`config.mk`:
```
export PLATFORM = sky130hd
export DESIGN_NAME = apb_param_bridge
export DESIGN_NICKNAME = d
export VERILOG_FILES = /design/src/rtl/apb_pkg.sv /design/src/rtl/apb_resp_mux.sv /design/src/rtl/apb_param_bridge.sv
export SDC_FILE = /design/constraint.sdc
export NUM_CORES = 1
export LEC_CHECK = 0
export BUFFER_PORTS_ARGS = -buffer_cell sky130_fd_sc_hd__buf_2
export CELL_PAD_IN_SITES_DETAIL_PLACEMENT = 1
export CELL_PAD_IN_SITES_GLOBAL_PLACEMENT = 1
export CORE_MARGIN = 4
export CORE_UTILIZATION = 32
export CTS_BUF_LIST = sky130_fd_sc_hd__clkbuf_4 sky130_fd_sc_hd__clkbuf_8
export CTS_CLUSTER_SIZE = 28
export DETAILED_ROUTE_END_ITERATION = 8
export GPL_TIMING_DRIVEN = 0
export PLACE_DENSITY_LB_ADDON = 0.1
export SYNTH_ARGS = -nofsm -noshare
export SYNTH_HDL_FRONTEND = slang
export SYNTH_SLANG_ARGS = --single-unit
```
`constraint.sdc`:
```
create_clock -name PCLK -period 1.95 [get_ports PCLK]
set_input_delay 0.39 -clock PCLK [delete_from_list [all_inputs] [get_ports PCLK]]
set_output_delay 0.39 -clock PCLK [all_outputs]
set_load 0.005 [all_outputs]
```
`src/rtl/apb_pkg.sv`:
```
// Shared types and default sizing for the APB parameterised bridge.
package apb_pkg;

  typedef enum logic [1:0] {
    IDLE   = 2'd0,
    SETUP  = 2'd1,
    ACCESS = 2'd2
  } apb_state_t;

  localparam int DEF_ADDR_W  = 9;
  localparam int DEF_DATA_W  = 8;
  localparam int DEF_NUM_SLV = 2;
  localparam int DEF_TO_CYC  = 16;

  // Slave-index width: ceil(log2(n)), never below one bit.
  function automatic int sel_width(input int n);
    return (n > 1) ? $clog2(n) : 1;
  endfunction

endpackage

```
`src/rtl/apb_resp_mux.sv`:
```
// Selects one slave's PRDATA/PREADY/PSLVERR by index; flags indices
// beyond the populated slave range as a decode miss.
module apb_resp_mux
  import apb_pkg::*;
#(
  parameter int DATA_W  = DEF_DATA_W,
  parameter int NUM_SLV = DEF_NUM_SLV,
  parameter int SEL_W   = sel_width(DEF_NUM_SLV)
) (
  input  logic [SEL_W-1:0]          i_sel,
  input  logic [NUM_SLV*DATA_W-1:0] i_prdata_bus,
  input  logic [NUM_SLV-1:0]        i_pready_bus,
  input  logic [NUM_SLV-1:0]        i_pslverr_bus,
  output logic [DATA_W-1:0]         o_prdata,
  output logic                      o_pready,
  output logic                      o_pslverr,
  output logic                      o_miss
);

  logic [31:0] w_idx;

  assign w_idx  = 32'(i_sel);
  assign o_miss = (w_idx >= 32'(NUM_SLV));

  // Pick the indexed slave's response; a miss yields all zeros so
  // unselected slaves can never complete or corrupt a transfer.
  always_comb begin
    o_prdata  = '0;
    o_pready  = 1'b0;
    o_pslverr = 1'b0;
    for (int unsigned k = 0; k < NUM_SLV; k++) begin
      if (w_idx == k) begin
        o_prdata  = i_prdata_bus[k*DATA_W +: DATA_W];
        o_pready  = i_pready_bus[k];
        o_pslverr = i_pslverr_bus[k];
      end
    end
  end

endmodule

```
`src/rtl/apb_param_bridge.sv`:
```
// Request/response to APB master bridge with one-hot slave decode,
// wait-state timeout, decode-miss error and back-to-back transfers.
module apb_param_bridge
  import apb_pkg::*;
#(
  parameter int ADDR_W  = DEF_ADDR_W,
  parameter int DATA_W  = DEF_DATA_W,
  parameter int NUM_SLV = DEF_NUM_SLV,
  parameter int SEL_W   = sel_width(NUM_SLV),
  parameter int TO_CYC  = DEF_TO_CYC
) (
  input  logic                      PCLK,
  input  logic                      PRST,
  input  logic                      transfer,
  input  logic                      RD_WR,
  input  logic [ADDR_W-1:0]         req_addr,
  input  logic [DATA_W-1:0]         req_wdata,
  output logic                      req_ready,
  output logic                      rsp_valid,
  output logic                      rsp_err,
  output logic [DATA_W-1:0]         rd_data,
  output logic [ADDR_W-1:0]         PADDR,
  output logic [DATA_W-1:0]         PWDATA,
  output logic                      PWRITE,
  output logic                      PENABLE,
  output logic [NUM_SLV-1:0]        PSEL,
  input  logic [NUM_SLV*DATA_W-1:0] PRDATA_bus,
  input  logic [NUM_SLV-1:0]        PREADY_bus,
  input  logic [NUM_SLV-1:0]        PSLVERR_bus
);

  localparam int CNT_W = $clog2(TO_CYC);
  localparam logic [CNT_W-1:0] CNT_LAST = CNT_W'(TO_CYC - 1);

  apb_state_t         r_state;
  apb_state_t         w_next;
  logic [ADDR_W-1:0]  r_paddr;
  logic [DATA_W-1:0]  r_pwdata;
  logic               r_pwrite;
  logic [CNT_W-1:0]   r_cnt;
  logic               r_rsp_valid;
  logic               r_rsp_err;
  logic [DATA_W-1:0]  r_rd_data;

  logic [SEL_W-1:0]   w_sel;
  logic [DATA_W-1:0]  w_prdata;
  logic               w_pready;
  logic               w_pslverr;
  logic               w_miss;
  logic               w_in_access;
  logic               w_timeout;
  logic               w_done;
  logic               w_err;
  logic               w_req_ready;
  logic               w_accept;
  logic [NUM_SLV-1:0] w_psel;

  assign w_sel = r_paddr[ADDR_W-1 -: SEL_W];

  apb_resp_mux #(
    .DATA_W  (DATA_W),
    .NUM_SLV (NUM_SLV),
    .SEL_W   (SEL_W)
  ) u_resp_mux (
    .i_sel         (w_sel),
    .i_prdata_bus  (PRDATA_bus),
    .i_pready_bus  (PREADY_bus),
    .i_pslverr_bus (PSLVERR_bus),
    .o_prdata      (w_prdata),
    .o_pready      (w_pready),
    .o_pslverr     (w_pslverr),
    .o_miss        (w_miss)
  );

  // Mux reports pready=0 on a miss, so any completion without pready
  // (miss or timeout) is an error and PSLVERR only counts with pready.
  assign w_in_access = (r_state == ACCESS);
  assign w_timeout   = w_in_access && !w_pready && (r_cnt == CNT_LAST);
  assign w_done      = w_in_access && (w_miss || w_pready || w_timeout);
  assign w_err       = !w_pready || w_pslverr;
  assign w_accept    = transfer && w_req_ready;

  // Next-state and request handshake.
  always_comb begin
    w_next      = r_state;
    w_req_ready = 1'b0;
    case (r_state)
      IDLE: begin
        w_req_ready = 1'b1;
        if (transfer) w_next = SETUP;
      end
      SETUP: begin
        w_next = ACCESS;
      end
      ACCESS: begin
        if (w_done) begin
          w_req_ready = 1'b1;
          w_next      = transfer ? SETUP : IDLE;
        end
      end
      default: begin
        w_next = IDLE;
      end
    endcase
  end

  // One-hot select while a transfer is on the bus; nothing on a miss.
  always_comb begin
    w_psel = '0;
    if ((r_state != IDLE) && !w_miss) begin
      for (int unsigned k = 0; k < NUM_SLV; k++) begin
        w_psel[k] = (32'(w_sel) == k);
      end
    end
  end

  // State register.
  always_ff @(posedge PCLK or posedge PRST) begin
    if (PRST) r_state <= IDLE;
    else      r_state <= w_next;
  end

  // Capture the request on acceptance; held through SETUP and ACCESS.
  always_ff @(posedge PCLK or posedge PRST) begin
    if (PRST) begin
      r_paddr  <= '0;
      r_pwdata <= '0;
      r_pwrite <= 1'b0;
    end else if (w_accept) begin
      r_paddr  <= req_addr;
      r_pwdata <= req_wdata;
      r_pwrite <= ~RD_WR;
    end
  end

  // Wait-state counter: cleared in SETUP so each ACCESS starts at zero.
  always_ff @(posedge PCLK or posedge PRST) begin
    if (PRST)                     r_cnt <= '0;
    else if (r_state == SETUP)    r_cnt <= '0;
    else if (w_in_access && !w_done) r_cnt <= r_cnt + 1'b1;
  end

  // Registered completion pulse with error and read data.
  always_ff @(posedge PCLK or posedge PRST) begin
    if (PRST) begin
      r_rsp_valid <= 1'b0;
      r_rsp_err   <= 1'b0;
      r_rd_data   <= '0;
    end else begin
      r_rsp_valid <= w_done;
      r_rsp_err   <= w_done && w_err;
      r_rd_data   <= (w_done && w_pready && !r_pwrite) ? w_prdata : '0;
    end
  end

  assign req_ready = w_req_ready;
  assign rsp_valid = r_rsp_valid;
  assign rsp_err   = r_rsp_err;
  assign rd_data   = r_rd_data;
  assign PADDR     = r_paddr;
  assign PWDATA    = r_pwdata;
  assign PWRITE    = r_pwrite;
  assign PENABLE   = w_in_access;
  assign PSEL      = w_psel;

endmodule

```
==> impl_table.tex <==
\begin{tabular}{lr}
\hline
Metric & Value \\
\hline
\multicolumn{2}{l}{\textbf{Run status}} \\
\quad Outcome & finished, final reports clean \\
\multicolumn{2}{l}{\textbf{Synthesis}} \\
\quad Synth unique cells & 30 \\
\quad Sequential share of the synthesized area & 0.560 \\
\quad Synth Cell Area & around 1500 µm² \\
\quad Synthesized instance count & 116 \\
\quad Yosys warning count & 0 \\
\quad Mean cell area of the mapped netlist & between 10 and 15 µm² \\
\quad Synthesized flop and latch total & 34 \\
\quad Post-Synthesis Net Count & 158 \\
\multicolumn{2}{l}{\textbf{STA}} \\
\quad Slew headroom & 0.517 \\
\quad Slew at the pin with the worst max-slew slack & 0.724 ns \\
\quad Setup repair after global routing missed its margin & true \\
\quad Hold Worst Slack & $\sim$0.23 ns \\
\quad Final setup fails & 0 \\
\quad Final clock period utilization by the worst path & 0.976 \\
\quad Worst path setup slack after routing & 0.0477 ns \\
\quad Post-route setup TNS & 0 ns \\
\quad Final-report max-slew violation count & 0 \\
\quad Largest clock skew in the final design & $\sim$0.0017 ns \\
\quad Highest clock frequency the design can meet & 526 MHz \\
\quad Final critical path time including I/O delays and setup & 1.90 ns \\
\quad Final hold violations & 0 \\
\multicolumn{2}{l}{\textbf{Floorplan}} \\
\quad Number of rows in the core area & 24 \\
\quad \# IOs & 73 \\
\quad Full die area & between 5000 and 6000 µm² \\
\quad Total core area & around 4500 µm² \\
\quad Die span in x & between 70 and 80 µm \\
\quad Die boundary height & between 70 and 80 µm \\
\quad Initial cell density of the core & 0.340 \\
\multicolumn{2}{l}{\textbf{Cells and area}} \\
\quad Most common cell after layout, fill and taps aside & sky130\_fd\_sc\_hd\_\_buf\_2 \\
\quad Commonest non-fill, non-tap cells in the layout & sky130\_fd\_sc\_hd\_\_buf\_2, sky130\_fd\_sc\_hd\_\_dfrtp\_1, sky130\_fd\_sc\_hd\_\_nor2\_1 \\
\quad Fraction of layout instances using a drive strength above 1 & 0.561 \\
\quad Fill cell instance count of the final layout & roughly 500 \\
\quad \# nets final & roughly 240 \\
\quad ANT cells & 0 \\
\quad Layout area overhead & 36.0\% \\
\multicolumn{2}{l}{\textbf{Power and ir drop}} \\
\quad Power density normalized to cell area & approximately 1300 nW/µm² \\
\quad Design Power & 2.67 mW \\
\quad Peak supply drop & around 500 µV \\
\quad Leakage & 1.08 nW \\
\multicolumn{2}{l}{\textbf{Critical path}} \\
\quad Type of element capturing the critical path & output port \\
\quad Critical path start-end classification & reg -> out \\
\quad Required time reported for the critical path endpoint & between 1.5 and 2 ns \\
\quad Max FO, Critical Path & 5 \\
\quad Startpoint kind of the worst setup timing path & register \\
\quad Critical Path AT & around 1.5 ns \\
\multicolumn{2}{l}{\textbf{Placement}} \\
\quad HPWL after detailed placement & around 3000 µm \\
\quad Worst slack at placement & -0.293 ns \\
\quad PortBufs & 72 \\
\quad Final weighted congestion in routability-driven placement & 0.710 \\
\multicolumn{2}{l}{\textbf{Run}} \\
\quad Max-cap viol count & 0 \\
\multicolumn{2}{l}{\textbf{Clock network}} \\
\quad Clock slew seen by the registers of the worst setup and hold paths & around 0.07 ns \\
\quad Buffer levels on the longest clock path & 2 \\
\quad Insertion delay to the later sink of the worst-skew pair & 0.28 ns \\
\quad Number of clock buffers inserted by TritonCTS & 5 \\
\quad \# H-tree levels & 2 \\
\quad Clock root buffer & sky130\_fd\_sc\_hd\_\_clkbuf\_8 \\
\quad Clock sink total & 34 \\
\quad TritonCTS clock tree & built \\
\multicolumn{2}{l}{\textbf{GRT}} \\
\quad Via count of the first global-routing pass & about 1400 \\
\quad First-pass GRT wire length & $\sim$6500 µm \\
\quad Pin count of the biggest net entering global routing & 35 \\
\quad Initial antenna violation count & 0 \\
\quad GRT Residual Overflow & 0 \\
\quad Total Routing Usage GR & 0.138 \\
\multicolumn{2}{l}{\textbf{Route}} \\
\quad Detailed-route via count & $\sim$1200 \\
\quad Detailed Routing Iterations Pass 1 & 3 \\
\quad DRC marker count from the first detailed-route iteration & 38 \\
\quad DR vias/cell & around 5 \\
\quad Per-cell routed wire length & between 15 and 20 µm \\
\quad Post-route ant nets & 0 \\
\quad Total Routed Length & 3890 µm \\
\quad Remaining design rule violation count & 0 \\
\multicolumn{2}{l}{\textbf{Min path}} \\
\quad Hold Path Class & in -> async \\
\hline
\end{tabular}
repair_timing:
| item | 4_1_cts | 5_1_grt |
|---|---|---|
| hold buffers | 0 | 0 |
| pin swaps | 1 | 0 |
| setup buffers | 1 | 0 |
| setup endpoints to repair | 20 | 21 |
| gates resized for setup | 5 | 4 |
area by class of cell:
cell class	count	area [µm²]	share of cell area
flip-flops and latches	34	852	0.412
multi-input cells	71	621	0.300
repair buffers	73	380	0.184
clock buffers	6	76.3	0.0369
well taps	52	65.1	0.0315
plain buffers	5	43.8	0.0212
inverters	6	22.5	0.0109
clock inverters	1	7.51	0.00363
power breakdown:
| group | switching, mW | internal [mW] |
|---|---|---|
| Sequential | 0.138 | 0.935 |
| Combinational | 0.489 | 0.604 |
| Clock | 0.250 | 0.259 |
| Total | 0.877 | 1.80 |
routing by layer:
layer  part of all wire  routed length, µm  up-vias  track usage
met4              0.011                 42        0       0.0471
met2               0.54               2090       36        0.243
li1                   -                  -      568            -
met5                  0                  0        -            0
met3              0.065                253        4       0.0433
met1               0.39               1510      596        0.157
logic make-up after synthesis:
logic type / Yosys count / synth area share
multiplexers: 28 / 0.227
adder cells (fa/ha/maj): 1 / 0.00823
AO/OA/AOI/OAI: 12 / 0.0691
flip-flops: 34 / 0.560
buffers and inverters: 11 / 0.0420
AND/OR/NAND/NOR: 30 / 0.0938
flip-flops by register name, indices dropped and copies added, names as in the netlist:
name,flops
PWDATA,8
r_cnt,4
PADDR,9
r_state,2
rsp_valid,1
PWRITE,1
rd_data,8
rsp_err,1
cells in the mapped netlist:
master                     number  area share
sky130_fd_sc_hd__a21oi_1        2      0.0066
sky130_fd_sc_hd__a221o_1        1      0.0066
sky130_fd_sc_hd__a311oi_1       1      0.0058
sky130_fd_sc_hd__a311oi_4       1       0.017
sky130_fd_sc_hd__a31oi_1        2      0.0082
sky130_fd_sc_hd__a32o_1         1      0.0066
sky130_fd_sc_hd__and2_1         1      0.0041
sky130_fd_sc_hd__and3_1         1      0.0041
sky130_fd_sc_hd__buf_4          1      0.0049
sky130_fd_sc_hd__buf_6          1      0.0074
sky130_fd_sc_hd__buf_8          1      0.0099
sky130_fd_sc_hd__clkbuf_1       2      0.0049
sky130_fd_sc_hd__dfrtp_1       34        0.56
sky130_fd_sc_hd__ha_1           1      0.0082
sky130_fd_sc_hd__inv_1          6       0.015
sky130_fd_sc_hd__mux2_2        10       0.074
sky130_fd_sc_hd__mux2_4         8       0.079
sky130_fd_sc_hd__mux2i_1        9       0.059
sky130_fd_sc_hd__mux2i_4        1       0.015
sky130_fd_sc_hd__nand2_1        2      0.0049
sky130_fd_sc_hd__nand2b_1       1      0.0041
sky130_fd_sc_hd__nand3_1        5       0.016
sky130_fd_sc_hd__nand4_1        2      0.0082
sky130_fd_sc_hd__nor2_1        14       0.035
sky130_fd_sc_hd__nor2b_1        1      0.0041
sky130_fd_sc_hd__nor3_1         1      0.0033
sky130_fd_sc_hd__nor3b_1        1      0.0049
sky130_fd_sc_hd__o21ai_0        2      0.0066
sky130_fd_sc_hd__o311ai_0       2       0.012
sky130_fd_sc_hd__or4_1          1      0.0049
final timing paths:
| check | from | endpoint | slack (ns) | cells past startpoint |
|---|---|---|---|---|
| worst max-delay path | r_cnt[0]$_DFFE_PP0P_ | req_ready | 0.05 | 5 |
| worst min-delay path | PRST | rd_data[5]$_DFF_PP0_ | 0.23 | 2 |
| worst max register to register | r_cnt[0]$_DFFE_PP0P_ | PWDATA[7]$_DFFE_PP0P_ | 0.10 | 5 |
| worst min register to register | PADDR[0]$_DFFE_PP0P_ | PADDR[0]$_DFFE_PP0P_ | 0.51 | 1 |
| max in group asynchronous | PRST | r_cnt[0]$_DFFE_PP0P_ | 1.22 | 2 |
| min in group PCLK | RD_WR | PWRITE$_DFFE_PP0P_ | 0.28 | 2 |
through the flow:
stage / utilization / area [µm²] / cells
floorplan: - / 1520 / 116
global placement: 0.435 / 1950 / 240
detailed placement: 0.435 / 1950 / 240
CTS: 0.461 / 2060 / 248
global route: 0.462 / 2070 / 248
finish: 0.462 / 2070 / 248
critical path: stages (launching register included):
cell and delay (ns):
sky130_fd_sc_hd__dfrtp_2 0.45, sky130_fd_sc_hd__ha_2 0.22, sky130_fd_sc_hd__and3_2 0.23, sky130_fd_sc_hd__nor2_4 0.12
sky130_fd_sc_hd__a21oi_1 0.08, sky130_fd_sc_hd__buf_2 0.14
Note: power is estimated with default switching activity, not from simulation.
